File: config.mk
export PLATFORM = sky130hd
export DESIGN_NAME = bus_capture_fifo
export DESIGN_NICKNAME = d
export VERILOG_FILES = /design/src/rtl/bus_capture_fifo.sv
export SDC_FILE = /design/constraint.sdc
export NUM_CORES = 1
export LEC_CHECK = 0
export CAP_MARGIN = 25
export CELL_PAD_IN_SITES_DETAIL_PLACEMENT = 1
export CELL_PAD_IN_SITES_GLOBAL_PLACEMENT = 2
export CORE_UTILIZATION = 32
export DETAILED_ROUTE_END_ITERATION = 16
export GPL_TIMING_DRIVEN = 0
export PLACE_DENSITY_LB_ADDON = 0.08
export SYNTH_ARGS = -nofsm -noshare
export SYNTH_HDL_FRONTEND = slang
export SYNTH_SLANG_ARGS = --single-unit
export TNS_END_PERCENT = 30
File: constraint.sdc
create_clock -name clk -period 1.78 [get_ports clk]
set_input_delay 0.356 -clock clk [delete_from_list [all_inputs] [get_ports clk]]
set_output_delay 0.356 -clock clk [all_outputs]
set_load 0.05 [all_outputs]
File: src/rtl/bus_capture_fifo.sv
// W-bus capture stage: latches the bus on load, queues the word in a small
// first-word-fall-through FIFO and keeps a copy of the latest accepted word.
module bus_capture_fifo #(
    parameter int WIDTH = 8,
    parameter int DEPTH = 4,
    parameter int CNT_W = $clog2(DEPTH) + 1
) (
    input  logic             clk,
    input  logic             rst,
    input  logic [WIDTH-1:0] bus_data,
    input  logic             load,
    output logic [WIDTH-1:0] out_data,
    output logic             out_valid,
    input  logic             out_ready,
    output logic [WIDTH-1:0] last_value,
    output logic [CNT_W-1:0] count,
    output logic             full,
    output logic             empty,
    output logic             overflow,
    input  logic             clear_ovf
);

    localparam int PTR_W = (DEPTH > 1) ? $clog2(DEPTH) : 1;

    logic [WIDTH-1:0] mem [DEPTH];
    logic [PTR_W-1:0] rd_ptr;
    logic [PTR_W-1:0] wr_ptr;
    logic [CNT_W-1:0] cnt;
    logic [WIDTH-1:0] last_q;
    logic             ovf_q;

    logic is_full;
    logic is_empty;
    logic push;
    logic pop;
    logic drop;

    // Handshake: a word transfers on any rising edge where out_valid and
    // out_ready are both high; out_data is stable while valid is held without
    // ready. A pop frees its slot in the same edge, so a full FIFO still
    // accepts a load when the consumer takes the head word.
    assign is_empty = (cnt == '0);
    assign is_full  = (cnt == CNT_W'(DEPTH));
    assign pop      = !is_empty && out_ready;
    assign push     = load && (!is_full || pop);
    assign drop     = load && is_full && !pop;

    always_ff @(posedge clk) begin
        if (rst) begin
            rd_ptr <= '0;
            wr_ptr <= '0;
            cnt    <= '0;
            last_q <= '0;
            ovf_q  <= 1'b0;
            for (int i = 0; i < DEPTH; i++) begin
                mem[i] <= '0;
            end
        end else begin
            if (push) begin
                mem[wr_ptr] <= bus_data;
                wr_ptr      <= wr_ptr + PTR_W'(1);
                last_q      <= bus_data;
            end
            if (pop) begin
                rd_ptr <= rd_ptr + PTR_W'(1);
            end
            case ({push, pop})
                2'b10:   cnt <= cnt + CNT_W'(1);
                2'b01:   cnt <= cnt - CNT_W'(1);
                default: cnt <= cnt;
            endcase
            // A fresh drop outranks a clear in the same cycle.
            if (drop) begin
                ovf_q <= 1'b1;
            end else if (clear_ovf) begin
                ovf_q <= 1'b0;
            end
        end
    end

    assign out_data   = mem[rd_ptr];
    assign out_valid  = !is_empty;
    assign last_value = last_q;
    assign count      = cnt;
    assign full       = is_full;
    assign empty      = is_empty;
    assign overflow   = ovf_q;

endmodule

# Word-level counts from Yosys, hierarchy flattened
# Memories as Yosys holds them, arrays and structs flattened. A register that Yosys moved wholly into a read port is not among the register bits.
# Cells that the tools add are included.
# classes
n_reduce_logical	12
eq_ne	3
addsub	4
muxes	13
# ops
cell	n
1-bit 2-to-1 mux	8
8-bit 2-to-1 mux	1
8-bit OR reduction	1
2-bit 2-to-1 mux	3
3-bit one-hot mux with 2 select lines	1
2-bit by 1-bit adder with 2-bit output, second input constant	2
1-bit logical AND	4
2-bit nonzero test	2
3-bit by 1-bit adder with 3-bit output, second input constant	1
3-bit == test, second input constant	1
1-bit logical NOT	3
3-bit logical NOT	1
3-bit by 1-bit subtractor with 3-bit output, second input constant	1
2-bit by 1-bit == test with 1-bit output, second input constant	1
2-bit == test, second input constant	1
1-bit logical OR	1
# totals
input_bits	13
ramBits	32
mem_count	1
word_cells	38
regBits	16
out_inout_bits	23
# mem_list
name	depth	word_bits	read_ports	rd_ports_with_merged_regs	write_ports	line	source
mem	4	8	1	1	4	25	logic [WIDTH-1:0] mem [DEPTH];

# Logic depth before layout (Yosys ltp)
# logic_depth
ltp_word	10
ltp_mapped	8

# Least setup slack after synthesis
# No wires, ideal clock.
# synth_path
path_kind	register -> register
from	register cnt[2], in the netlist count[2]
to	register cnt[1], in the netlist count[1]
setup_ns	0.095
stages_incl_launch_ff	8
required_ns	1.685
arrival_ns	2.341
path_slack_ns	-0.656
n_path_buf	1
synth_period_minus_slack_ns	2.436
cell_sequence	dfxtp_1 > buf_2 > or3_2 > nand3_1 > fa_1 > inv_1 > o2111ai_1 > a221oi_1
# synth_between
elab_chain_len	7
word_cells_on_any_way	11
cone_classes	3 x eq/ne; 1 x mux; 7 x reduce/logical
# synth_rtl
item	line	source
start, declared	28	logic [CNT_W-1:0] cnt;
start signal, assigned	68	2'b10: cnt <= cnt + CNT_W'(1);
start signal, assigned	69	2'b01: cnt <= cnt - CNT_W'(1);
start signal, assigned	70	default: cnt <= cnt;
3-bit logical NOT *	42	assign is_empty = (cnt == '0);
1-bit logical NOT *	--	
net out_valid	13	output logic out_valid,
1-bit logical AND *	44	assign pop = !is_empty && out_ready;
1-bit logical OR	45	assign push = load && (!is_full || pop);
1-bit logical AND	45	
2-bit by 1-bit == test with 1-bit output or 2-bit == test (tied branches)	67	case ({push, pop})
3-bit one-hot mux with 2 select lines or 2-bit nonzero test (tied branches)	--	
# The timed path passes the listed nets; every way through them passes the cells marked *.
# A chain may end at the register's enable or synchronous reset.

==> results by group <==
Floorplanning
  • Die area: 7540 um2
  • Ports: 36
  • Initial core utilization: 33.5%
  • Die H: 86.8 um
  • Core ar.: 6870 um2
  • Die Wd: 86.8 um
  • Std-Cell Rows: 30

Global routing
  • GR Util All Layers: 16.3%
  • Number of global-route vias before repair: 1,733
  • Initial antenna violation count: 0
  • First-pass GRT wire length: 8850 um
  • Largest net degree at the start of global routing: 19
  • Gr ovfl total: 0

Place
  • Dpl cells: 315
  • DP Wirelength: 3900 um
  • DP Area: 2790 um2
  • Port Buffers: 34
  • Dpl ws: -0.532 ns
  • Gpl congestion: 0.731

Synth
  • Synth unique cells: 42
  • Top cell type's share of synthesized area: 41.7%
  • Yosys warnings: 0
  • Share of flip-flops with an asynchronous set or reset: 0%
  • Commonest cells in the netlist: edfxtp_1, and3_1, dfxtp_1, nand3_1
  • Seq/Total Area, Yosys: 57.4%
  • Post-synth top flop: edfxtp_1
  • Top-count cell post-synth: edfxtp_1
  • Syn_nets: 199
  • Post-Syn Area: 2300 um2
  • Largest cells by area after synthesis: edfxtp_1, dfxtp_1, mux4_2, and3_1, and2_1
  • Number of synthesized flops with an enable pin: 32
  • Post-Syn Instances: 185
  • Top cell type by total area after synthesis: edfxtp_1
  • Yosys reg bits: 50
  • Mapped Avg Cell Area: 12.5 um2

CTS
  • CTS tree: done
  • Worst-skew pair later-pin latency: 0.32 ns
  • H-tree depth: 2
  • CTS buffer count: 5
  • Hold_buf cts: 0
  • CTS root buffer: clkbuf_8
  • Clock-pin slew on the worst setup and hold paths: 0.10 ns
  • Clk sinks: 50
  • Max clock buf depth: 2

Timing
  • Final min period: 1.86 ns
  • Crit share post-route: 104%
  • Setup TNS: -0.643 ns
  • Slew @ Worst Pin: 0.544 ns
  • Pins over their slew limit: 0
  • Min Hold Slack: 0.401 ns
  • Maximum clock frequency: 539 MHz
  • Fin Clk Skew: 0.00907 ns
  • Unrepaired setup endpoints after global routing: yes
  • Finish-stage setup viols: 11
  • Final setup margin: -0.0760 ns
  • Rel. slew slack: 63.6%
  • Final hold violations: 0

Layout
  • Ant. Diodes: 0
  • Syn-to-layout area delta: 29.9%
  • Final Instance Area: 2990 um2
  • Final Util: 43.6%
  • Fin nets: 243
  • Fraction of layout cells with a size suffix above 1: 30.0%
  • Non-filler cells, final: 326

Power and ir drop
  • Max VDD drop: 0.455 mV
  • NetSw: 0.992 mW
  • Reg power frac: 46.3%
  • Combinational power share: 29.5%
  • Clock network power share: 24.2%
  • Switching part of the total power: 33.5%
  • Pwr per Cell Area: 990 nW/um2
  • P_int: 1.97 mW
  • Tot Pwr: 2.96 mW
  • Leakage: 1.21 nW

Status
  • Outcome: finished, violations left
  • Failing checks: negative setup slack

Route
  • WL final: 5530 um
  • Vias: 1,588
  • First-pass DRT Iterations: 4
  • Drt drc: 0
  • DR iter-0 viols: 40
  • Remaining antenna violation count: 0
  • Via density: 4.87
  • WL/cell: 17.0 um

Worst setup path
  • Worst reg2reg path depth: 7
  • CP Class: register to primary output
  • Crit. End Element: primary output
  • Startpoint types: register
  • Maximum fanout along the worst path: 8
  • R2r setup slk: -0.05 ns
  • FF-to-FF Start: count[2]
  • Worst Path Arrival: 1.50 ns
  • Reg2reg end: count[1]
  • Critical path required time: 1.42 ns

Hold path
  • WHS Path Cells: 3
  • Hold path startpoint: load
  • Worst Hold End: last_value[6]
  • Hold Path Class: primary input to register

Flow run
  • Max_cap viols: 0
==> power groups by stage <==
stage                     registers (mW)  clock network [mW]  logic (mW)
after floorplan                     1.45                   0       0.493
after global routing                1.38               0.782       0.928
after CTS                           1.37               0.743       0.859
final                               1.37               0.717       0.874
after detailed placement            1.38                   0       0.817
after global placement              1.38                   0       0.809
==> critical path, stage by stage (launching register included) <==
cell     delay (ns)
dfxtp_2        0.36
buf_12         0.14
mux4_2         0.52
buf_6          0.17
==> worst max-delay path by stage <==
stage,cells after the start,end,slack (ns),startpoint
floorplan,7,count[1],-0.24,count[0]
global placement,3,mem[1][1],-0.50,rst
detailed placement,3,mem[1][1],-0.53,rst
CTS,7,count[1],-0.14,count[0]
global route,7,count[1],-0.14,count[2]
finish,3,out_data[4],-0.08,register
==> placed cells by master (no fill, tap or decap), types with 5 or more instances in the layout <==
cell type and count:
edfxtp_1 32, and3_1 21, buf_6 13, dlygate4sd2_1 13
dfxtp_1 13, o21ai_0 10, a21oi_1 10, clkdlybuf4s50_1 10
and2_1 9, nand3_1 9, mux4_2 8, nor2_1 8
buf_4 7, inv_1 5, clkbuf_8 5
==> kinds of logic (layout without fill, tap and decap cells) <==
family | Yosys count | after routing | synth area share (%)
buf+inv | 21 | 66 | 4.62
mux | 8 | 8 | 7.82
xor+xnor | 4 | 4 | 1.52
compound gates | 32 | 32 | 8.47
fa+ha+maj | 1 | 1 | 0.869
simple gates | 69 | 69 | 19.3
flops | 50 | 50 | 57.4
==> layer usage <==
| metal | part of all wire (%) | vias up | track usage [%] |
|---|---|---|---|
| li1 | - | 773 | - |
| met1 | 41 | 787 | 18.0 |
| met2 | 56 | 21 | 30.8 |
| met3 | 2.4 | 7 | 3.05 |
| met4 | 1.3 | 0 | 5.61 |
| met5 | 0 | - | 0 |
==> cell type report <==
type                            instances  area (um2)
Timing Repair Buffer                   39         375
Tap cell                               96         120
Buffer                                 13         110
Fill cell                             742        3880
Inverter                                6        22.5
Sequential cell                        50        1340
Multi-Input combinational cell        114         931
Clock buffer                            5        68.8
Clock inverter                          3        28.8
==> sequential cells by signal, summed over array words and instances (netlist names), named ones only <==
name and cells:
wr_ptr 2, mem 32, last_value 8, overflow 1, count 3, rd_ptr 2
==> repair_timing <==
action                                 CTS  global route
setup endpoints to repair               50            64
resized for setup                      102            16
pin swaps                                6             4
endpoints found under the hold margin    0             0
buffers inserted                         3             2
(Power assumes the default switching activity.)
